**src/rtl/lsu_align.sv**
```systemverilog
// Load/store alignment unit: byte enables, lane shifting, load extension
// and two-beat splitting of accesses that cross a memory word.
module lsu_align #(
   parameter int XLEN             = 32,
   parameter bit ALLOW_MISALIGNED = 1'b1
) (
   input  logic              clk,
   input  logic              rst,
   input  logic              req_valid,
   output logic              req_ready,
   input  logic              req_we,
   input  logic [2:0]        req_type,
   input  logic [XLEN-1:0]   req_addr,
   input  logic [XLEN-1:0]   req_wdata,
   output logic              mem_req,
   input  logic              mem_gnt,
   output logic              mem_we,
   output logic [XLEN-1:0]   mem_addr,
   output logic [XLEN/8-1:0] mem_be,
   output logic [XLEN-1:0]   mem_wdata,
   input  logic              mem_rvalid,
   input  logic [XLEN-1:0]   mem_rdata,
   output logic              rsp_valid,
   output logic [XLEN-1:0]   rsp_rdata,
   output logic              rsp_err
);

   localparam int NB = XLEN / 8;
   localparam int OW = $clog2(NB);

   typedef enum logic [2:0] {
      IDLE, ISSUE0, WAIT0, ISSUE1, WAIT1, RESP
   } state_t;

   state_t            st;
   logic              r_we;
   logic [3:0]        r_sz;
   logic              r_sgn;
   logic [OW-1:0]     r_off;
   logic              r_split;
   logic [NB-1:0]     r_be1;
   logic [XLEN-1:0]   r_wd1;
   logic [XLEN-1:0]   stage;

   logic [3:0]        in_sz;
   logic              in_sgn;
   logic              in_bad;
   logic [OW-1:0]     in_off;
   logic [NB-1:0]     sz_mask;
   logic [2*NB-1:0]   be_full;
   logic [2*XLEN-1:0] wd_full;
   logic              in_split;
   logic              in_err;
   logic [XLEN-1:0]   base;
   logic [2*XLEN-1:0] rd_sh;
   logic [XLEN-1:0]   beat_data;

   always_comb begin
      in_sz  = 4'd0;
      in_sgn = 1'b0;
      in_bad = 1'b0;
      case (req_type)
         3'b000: begin in_sz = 4'd1; in_sgn = 1'b1; end
         3'b001: begin in_sz = 4'd2; in_sgn = 1'b1; end
         3'b010: begin in_sz = 4'd4; in_sgn = 1'b1; end
         3'b011: in_sz = 4'd1;
         3'b100: in_sz = 4'd2;
         3'b101: begin in_sz = 4'd8; in_bad = (XLEN == 32); end
         3'b110: begin in_sz = 4'd4; in_bad = (XLEN == 32); end
         default: in_bad = 1'b1;
      endcase
   end

   // Shifting into a double-width vector yields both beats at once:
   // the low half is beat 0, the high half spills into beat 1.
   assign in_off   = req_addr[OW-1:0];
   assign sz_mask  = ~({NB{1'b1}} << in_sz);
   assign be_full  = {{NB{1'b0}}, sz_mask} << in_off;
   assign wd_full  = {{XLEN{1'b0}}, (req_we ? req_wdata : '0)}
                     << {in_off, 3'b000};
   assign in_split = |be_full[2*NB-1:NB];
   assign in_err   = in_bad | (in_split & ~ALLOW_MISALIGNED);
   assign base     = {req_addr[XLEN-1:OW], {OW{1'b0}}};

   // Upper half: beat-0 bytes moved down to byte 0.
   // Lower half: beat-1 bytes moved up to byte NB-off.
   assign rd_sh     = {mem_rdata, {XLEN{1'b0}}} >> {r_off, 3'b000};
   assign beat_data = (st == WAIT1) ? (stage | rd_sh[XLEN-1:0])
                                    : rd_sh[2*XLEN-1:XLEN];

   function automatic logic [XLEN-1:0] ext(
      input logic [XLEN-1:0] d,
      input logic [3:0]      sz,
      input logic            sgn
   );
      logic [XLEN-1:0] m;
      logic            sb;
      m  = ~({XLEN{1'b1}} << {sz, 3'b000});
      sb = sgn & (|(d & (m ^ (m >> 1))));
      return (d & m) | (sb ? ~m : '0);
   endfunction

   always_ff @(posedge clk) begin
      if (rst) begin
         st        <= IDLE;
         req_ready <= 1'b1;
         mem_req   <= 1'b0;
         mem_we    <= 1'b0;
         mem_addr  <= '0;
         mem_be    <= '0;
         mem_wdata <= '0;
         rsp_valid <= 1'b0;
         rsp_rdata <= '0;
         rsp_err   <= 1'b0;
         r_we      <= 1'b0;
         r_sz      <= '0;
         r_sgn     <= 1'b0;
         r_off     <= '0;
         r_split   <= 1'b0;
         r_be1     <= '0;
         r_wd1     <= '0;
         stage     <= '0;
      end else begin
         unique case (st)
            IDLE: if (req_valid && req_ready) begin
               req_ready <= 1'b0;
               r_we      <= req_we;
               r_sz      <= in_sz;
               r_sgn     <= in_sgn;
               r_off     <= in_off;
               r_split   <= in_split;
               r_be1     <= be_full[2*NB-1:NB];
               r_wd1     <= wd_full[2*XLEN-1:XLEN];
               stage     <= '0;
               if (in_err) begin
                  st        <= RESP;
                  rsp_valid <= 1'b1;
                  rsp_err   <= 1'b1;
                  rsp_rdata <= '0;
               end else begin
                  st        <= ISSUE0;
                  mem_req   <= 1'b1;
                  mem_we    <= req_we;
                  mem_addr  <= base;
                  mem_be    <= be_full[NB-1:0];
                  mem_wdata <= wd_full[XLEN-1:0];
               end
            end
            ISSUE0, ISSUE1: if (mem_gnt) begin
               mem_req <= 1'b0;
               st      <= (st == ISSUE0) ? WAIT0 : WAIT1;
            end
            WAIT0, WAIT1: if (mem_rvalid) begin
               stage <= beat_data;
               if (st == WAIT0 && r_split) begin
                  st        <= ISSUE1;
                  mem_req   <= 1'b1;
                  mem_addr  <= mem_addr + XLEN'(NB);
                  mem_be    <= r_be1;
                  mem_wdata <= r_wd1;
               end else begin
                  st        <= RESP;
                  rsp_valid <= 1'b1;
                  rsp_err   <= 1'b0;
                  rsp_rdata <= r_we ? '0 : ext(beat_data, r_sz, r_sgn);
               end
            end
            RESP: begin
               st        <= IDLE;
               rsp_valid <= 1'b0;
               rsp_err   <= 1'b0;
               rsp_rdata <= '0;
               req_ready <= 1'b1;
            end
            default: st <= IDLE;
         endcase
      end
   end

endmodule

```
**config.mk**
```make
export PLATFORM = sky130hd
export DESIGN_NAME = lsu_align
export DESIGN_NICKNAME = d
export VERILOG_FILES = /design/src/rtl/lsu_align.sv
export SDC_FILE = /design/constraint.sdc
export NUM_CORES = 1
export LEC_CHECK = 0
export ABC_AREA = 1
export BUFFER_PORTS_ARGS = -buffer_cell sky130_fd_sc_hd__buf_2
export CORE_MARGIN = 2
export CORE_UTILIZATION = 45
export CTS_CLUSTER_SIZE = 30
export DETAILED_ROUTE_END_ITERATION = 12
export GPL_TIMING_DRIVEN = 0
export PLACE_DENSITY = 0.73
export SLEW_MARGIN = 30
export SYNTH_ARGS = -nofsm -noshare
export SYNTH_HDL_FRONTEND = slang
export SYNTH_SLANG_ARGS = --single-unit
```
**constraint.sdc**
```tcl
create_clock -name clk -period 4.15 [get_ports clk]
set_clock_uncertainty 0.2 [all_clocks]
set_input_delay 0.415 -clock clk [delete_from_list [all_inputs] [get_ports clk]]
set_output_delay 0.415 -clock clk [all_outputs]
set_load 0.01 [all_outputs]
```
==> flow_metrics.py <==
metrics = {
    "floorplan": {
        "initial_util": 0.458,
        "horizontal_die_dimension_um": 150,
        "core_area_um2": 21000,
        "rows": 53,
        "die-height_um": 150,
        "top_level_ports": 210,
        "die-area_um2": 22500,
    },
    "critical_path": {
        "crit_top_cell": "sky130_fd_sc_hd__a21oi_1",
        "setup.worst_path.start_class": "register",
        "timing.critical_path.to_type": "register",
        "path_buf_inv": 2,
        "critical_path.max_stage_delay_ps": 500,
        "rr_endpoint": "rsp_rdata[1]",
        "cp_num_cells": 9,
        "cp.arrival_ps": 2460,
        "worstSetupPathType": "reg2reg",
        "path_cells": "nor2_4 > nand2_4 > buf_6 > clkbuf_1 > o21ai_0 > a21oi_1 > nor2_1 > nand3_1 > a21oi_1",
        "critical_path.max_fanout": 10,
        "required_ps": 4250,
        "r2r_slack_ps": 1790,
        "crit_slowest_cell": "sky130_fd_sc_hd__dfxtp_1",
        "critical_path.reg2reg.startpoint": "st[1]",
        "r2r.worst_path.cells": 9,
        "path_delay_family": "buffers and inverters",
    },
    "layout": {
        "num-fill-cells": 2152,
        "area_growth_syn_to_layout_pct": 20.7,
        "multi_input_comb_area_um2": 5310,
        "layout-drive-gt1-share": 0.207,
        "ff_latch_area_um2": 3480,
        "final_design_area_no_fill_um2": 11600,
        "fin_nets": 1789,
    },
    "flow_run": {
        "max_cap_violations": 0,
    },
    "detailed_routing": {
        "post_drt_via_cell_ratio": 5.52,
        "drt_drc_violations_left": 0,
        "drtAntennaViolNets": 0,
        "drt_pre_antenna_iters": 6,
        "drt_first_iter_violations": 912,
        "totalWireLength_mm": 34.5,
        "detailed_route_wire_length_per_cell_um": 17.5,
        "via_count": 10877,
    },
    "global_routing": {
        "grt_antenna_before_repair": 2,
        "grt_max_degree": 19,
        "gr-total-overflow": 0,
        "first_global_vias": 10409,
        "grt_pass1_wl_mm": 54.3,
        "overall_track_demand_over_capacity_in_global_routing": 0.308,
    },
    "synth": {
        "syn_area_um2": 9610,
        "syn_avg_cell_area_um2": 6.58,
        "post_synth_inst_count": 1460,
        "synth.ff_latch_count": 174,
        "ys.warnings.count": 0,
        "seq_area_frac_synth": 0.363,
        "synthDistinctLibCells": 48,
    },
    "sta": {
        "final_critical_path_setup_slack_ps": 1790,
        "finalHoldViolCount": 0,
        "hold_slack_ps": 48.6,
        "report.final.setup_viol": 0,
        "max_clock_freq_ghz": 0.424,
        "timing.final.crit_period_ps": 2360,
        "final_max_slew_viol_count": 0,
        "timing.slew.headroom": 0.444,
        "rsz0062_at_grt": "false",
        "timing.setup.tns_ps": 0,
        "worst-slew-pin-transition_ps": 835,
        "layout_worst_path_cycle_share": 0.568,
    },
    "clock_network": {
        "clk_transition_reported_paths_ps": 70,
        "clock_tree.htree_level_count": 4,
        "cts_tree": "done",
        "number_of_hold_buffers_added_after_cts": 0,
        "insertion_delay_ps": 440,
        "cts_setup_buffers": 0,
        "max-clock-path-buffers": 2,
        "quantity_of_gates_resized_following_cts": 0,
        "clk_root_buffer_cell": "sky130_fd_sc_hd__clkbuf_16",
        "tritoncts_buffer_count": 17,
        "cts_num_sinks": 174,
    },
    "hold_path": {
        "worst_hold_path.num_cells": 3,
        "timing.hold.worst.class": "in2reg",
        "holdPathEnd": "mem_addr[12]",
        "timing.hold.worst.start": "req_addr[12]",
    },
    "placement": {
        "placement.io_buffers": 203,
        "dpl-instance-area_um2": 11000,
        "post_placement_setup_slack_ps": 1600,
        "dpl.hpwl_mm": 26.9,
        "gp_congestion": 0.966,
    },
    "power": {
        "vdd_drop_max_mv": 0.354,
        "p_per_area_nw_per_um2": 728,
        "total_leakage_power_nw": 4.95,
    },
    "outcome": {
        "run_status": "complete, no violations",
    },
}
-- kinds of logic after synthesis --
kind of cell,synth area share
adders and majority gates,0.00130
other,0.000390
DFF,0.363
xor gates and xnor gates,0.0128
and+or+nand+nor,0.298
AOI/OAI and AO/OA,0.240
buffers and inverters,0.0849
-- cell type report --
| cell class | instances | area share |
|---|---|---|
| Multi-Input combinational cell | 1101 | 0.458 |
| Sequential cell | 174 | 0.301 |
| Timing Repair Buffer | 203 | 0.0877 |
| Buffer | 103 | 0.0435 |
| Clock buffer | 17 | 0.0367 |
| Tap cell | 275 | 0.0297 |
| Inverter | 83 | 0.0269 |
| Clock inverter | 15 | 0.0166 |
| Antenna cell | 1 | 0.000216 |
-- metal layers --
layer | global-route usage | wire, um | vias up | share of wire
met5 | 0 | 13 | - | 0.00038
met4 | 0.127 | 1280 | 2 | 0.037
met3 | 0.0476 | 2440 | 85 | 0.071
met2 | 0.501 | 15800 | 511 | 0.46
met1 | 0.410 | 15000 | 4981 | 0.43
li1 | - | - | 5298 | -
-- power breakdown --
| group | switching, mW | total [mW] | internal (mW) |
|---|---|---|---|
| Sequential | 0.332 | 2.42 | 2.09 |
| Combinational | 2.97 | 4.31 | 1.34 |
| Clock | 0.785 | 1.71 | 0.923 |
-- cells in the mapped netlist (all sizes together) --
master	count	area share
nand2	386	0.16
a21oi	218	0.12
dfxtp	174	0.36
nor2	156	0.071
o21ai	136	0.071
nand3	90	0.049
inv	80	0.031
clkbuf	60	0.024
buf	43	0.029
a31oi	23	0.015
o211ai	18	0.014
nor3	13	0.0085
xor2	10	0.0091
or2	9	0.0059
a22oi	7	0.0055
nand4	5	0.0033
o21a	5	0.0039
a211oi	4	0.0031
o21bai	4	0.0031
xnor2	4	0.0036
and2	3	0.0020
clkinv	3	0.0012
nand3b	3	0.0036
a21boi	1	0.00078
conb	1	0.00039
ha	1	0.0013
o221ai	1	0.00091
o22a	1	0.00091
o31ai	1	0.00078
-- cells in the final DEF (no fill, tap or decap), types with 5 or more instances in the layout --
cell                        instances
sky130_fd_sc_hd__a21oi_1          201
sky130_fd_sc_hd__a21oi_2           17
sky130_fd_sc_hd__a22oi_1            7
sky130_fd_sc_hd__a31oi_1           23
sky130_fd_sc_hd__buf_2            230
sky130_fd_sc_hd__buf_6              9
sky130_fd_sc_hd__clkbuf_1          59
sky130_fd_sc_hd__clkbuf_16         17
sky130_fd_sc_hd__dfxtp_1          174
sky130_fd_sc_hd__inv_1             74
sky130_fd_sc_hd__inv_2              6
sky130_fd_sc_hd__inv_8              5
sky130_fd_sc_hd__nand2_1          375
sky130_fd_sc_hd__nand2_2            8
sky130_fd_sc_hd__nand3_1           87
sky130_fd_sc_hd__nand4_1            5
sky130_fd_sc_hd__nor2_1           130
sky130_fd_sc_hd__nor2_2            22
sky130_fd_sc_hd__nor3_1            11
sky130_fd_sc_hd__o211ai_1          18
sky130_fd_sc_hd__o21a_1             5
sky130_fd_sc_hd__o21ai_0          125
sky130_fd_sc_hd__o21ai_1           10
sky130_fd_sc_hd__or2_2              8
sky130_fd_sc_hd__xor2_1            10
-- per-stage QoR --
| step | power, mW | instances | utilization |
|---|---|---|---|
| finish | 8.44 | 1972 | 0.553 |
| global route | 9.01 | 1972 | 0.553 |
| CTS | 8.38 | 1971 | 0.553 |
| detailed placement | 6.67 | 1939 | 0.523 |
| global placement | 6.64 | 1939 | 0.523 |
| floorplan | 5.21 | 1461 | - |
-- flip-flops by register name, summed over array words and instances (netlist names) --
name	cells
st	3
r_sz	4
mem_be	4
mem_addr	30
mem_req	1
rsp_valid	1
r_be1	3
mem_we	1
r_sgn	1
r_wd1	24
stage	32
r_split	1
r_off	2
rsp_err	1
rsp_rdata	32
mem_wdata	32
req_ready	1
r_we	1
-- worst min-delay path, stage by stage --
cell	delay, ps
sky130_fd_sc_hd__buf_2	100
sky130_fd_sc_hd__nand2_1	70
sky130_fd_sc_hd__a21oi_1	60
-- worst max path at each step --
stage                     start       endpoint
floorplan           mem_addr[2]   mem_addr[26]
global placement    req_type[0]   rsp_rdata[6]
detailed placement  req_type[0]   rsp_rdata[8]
CTS                       st[1]  rsp_rdata[20]
global route        mem_addr[2]   mem_addr[26]
finish                    st[1]   rsp_rdata[1]
No activity file was read; power rests on OpenSTA's default activity.
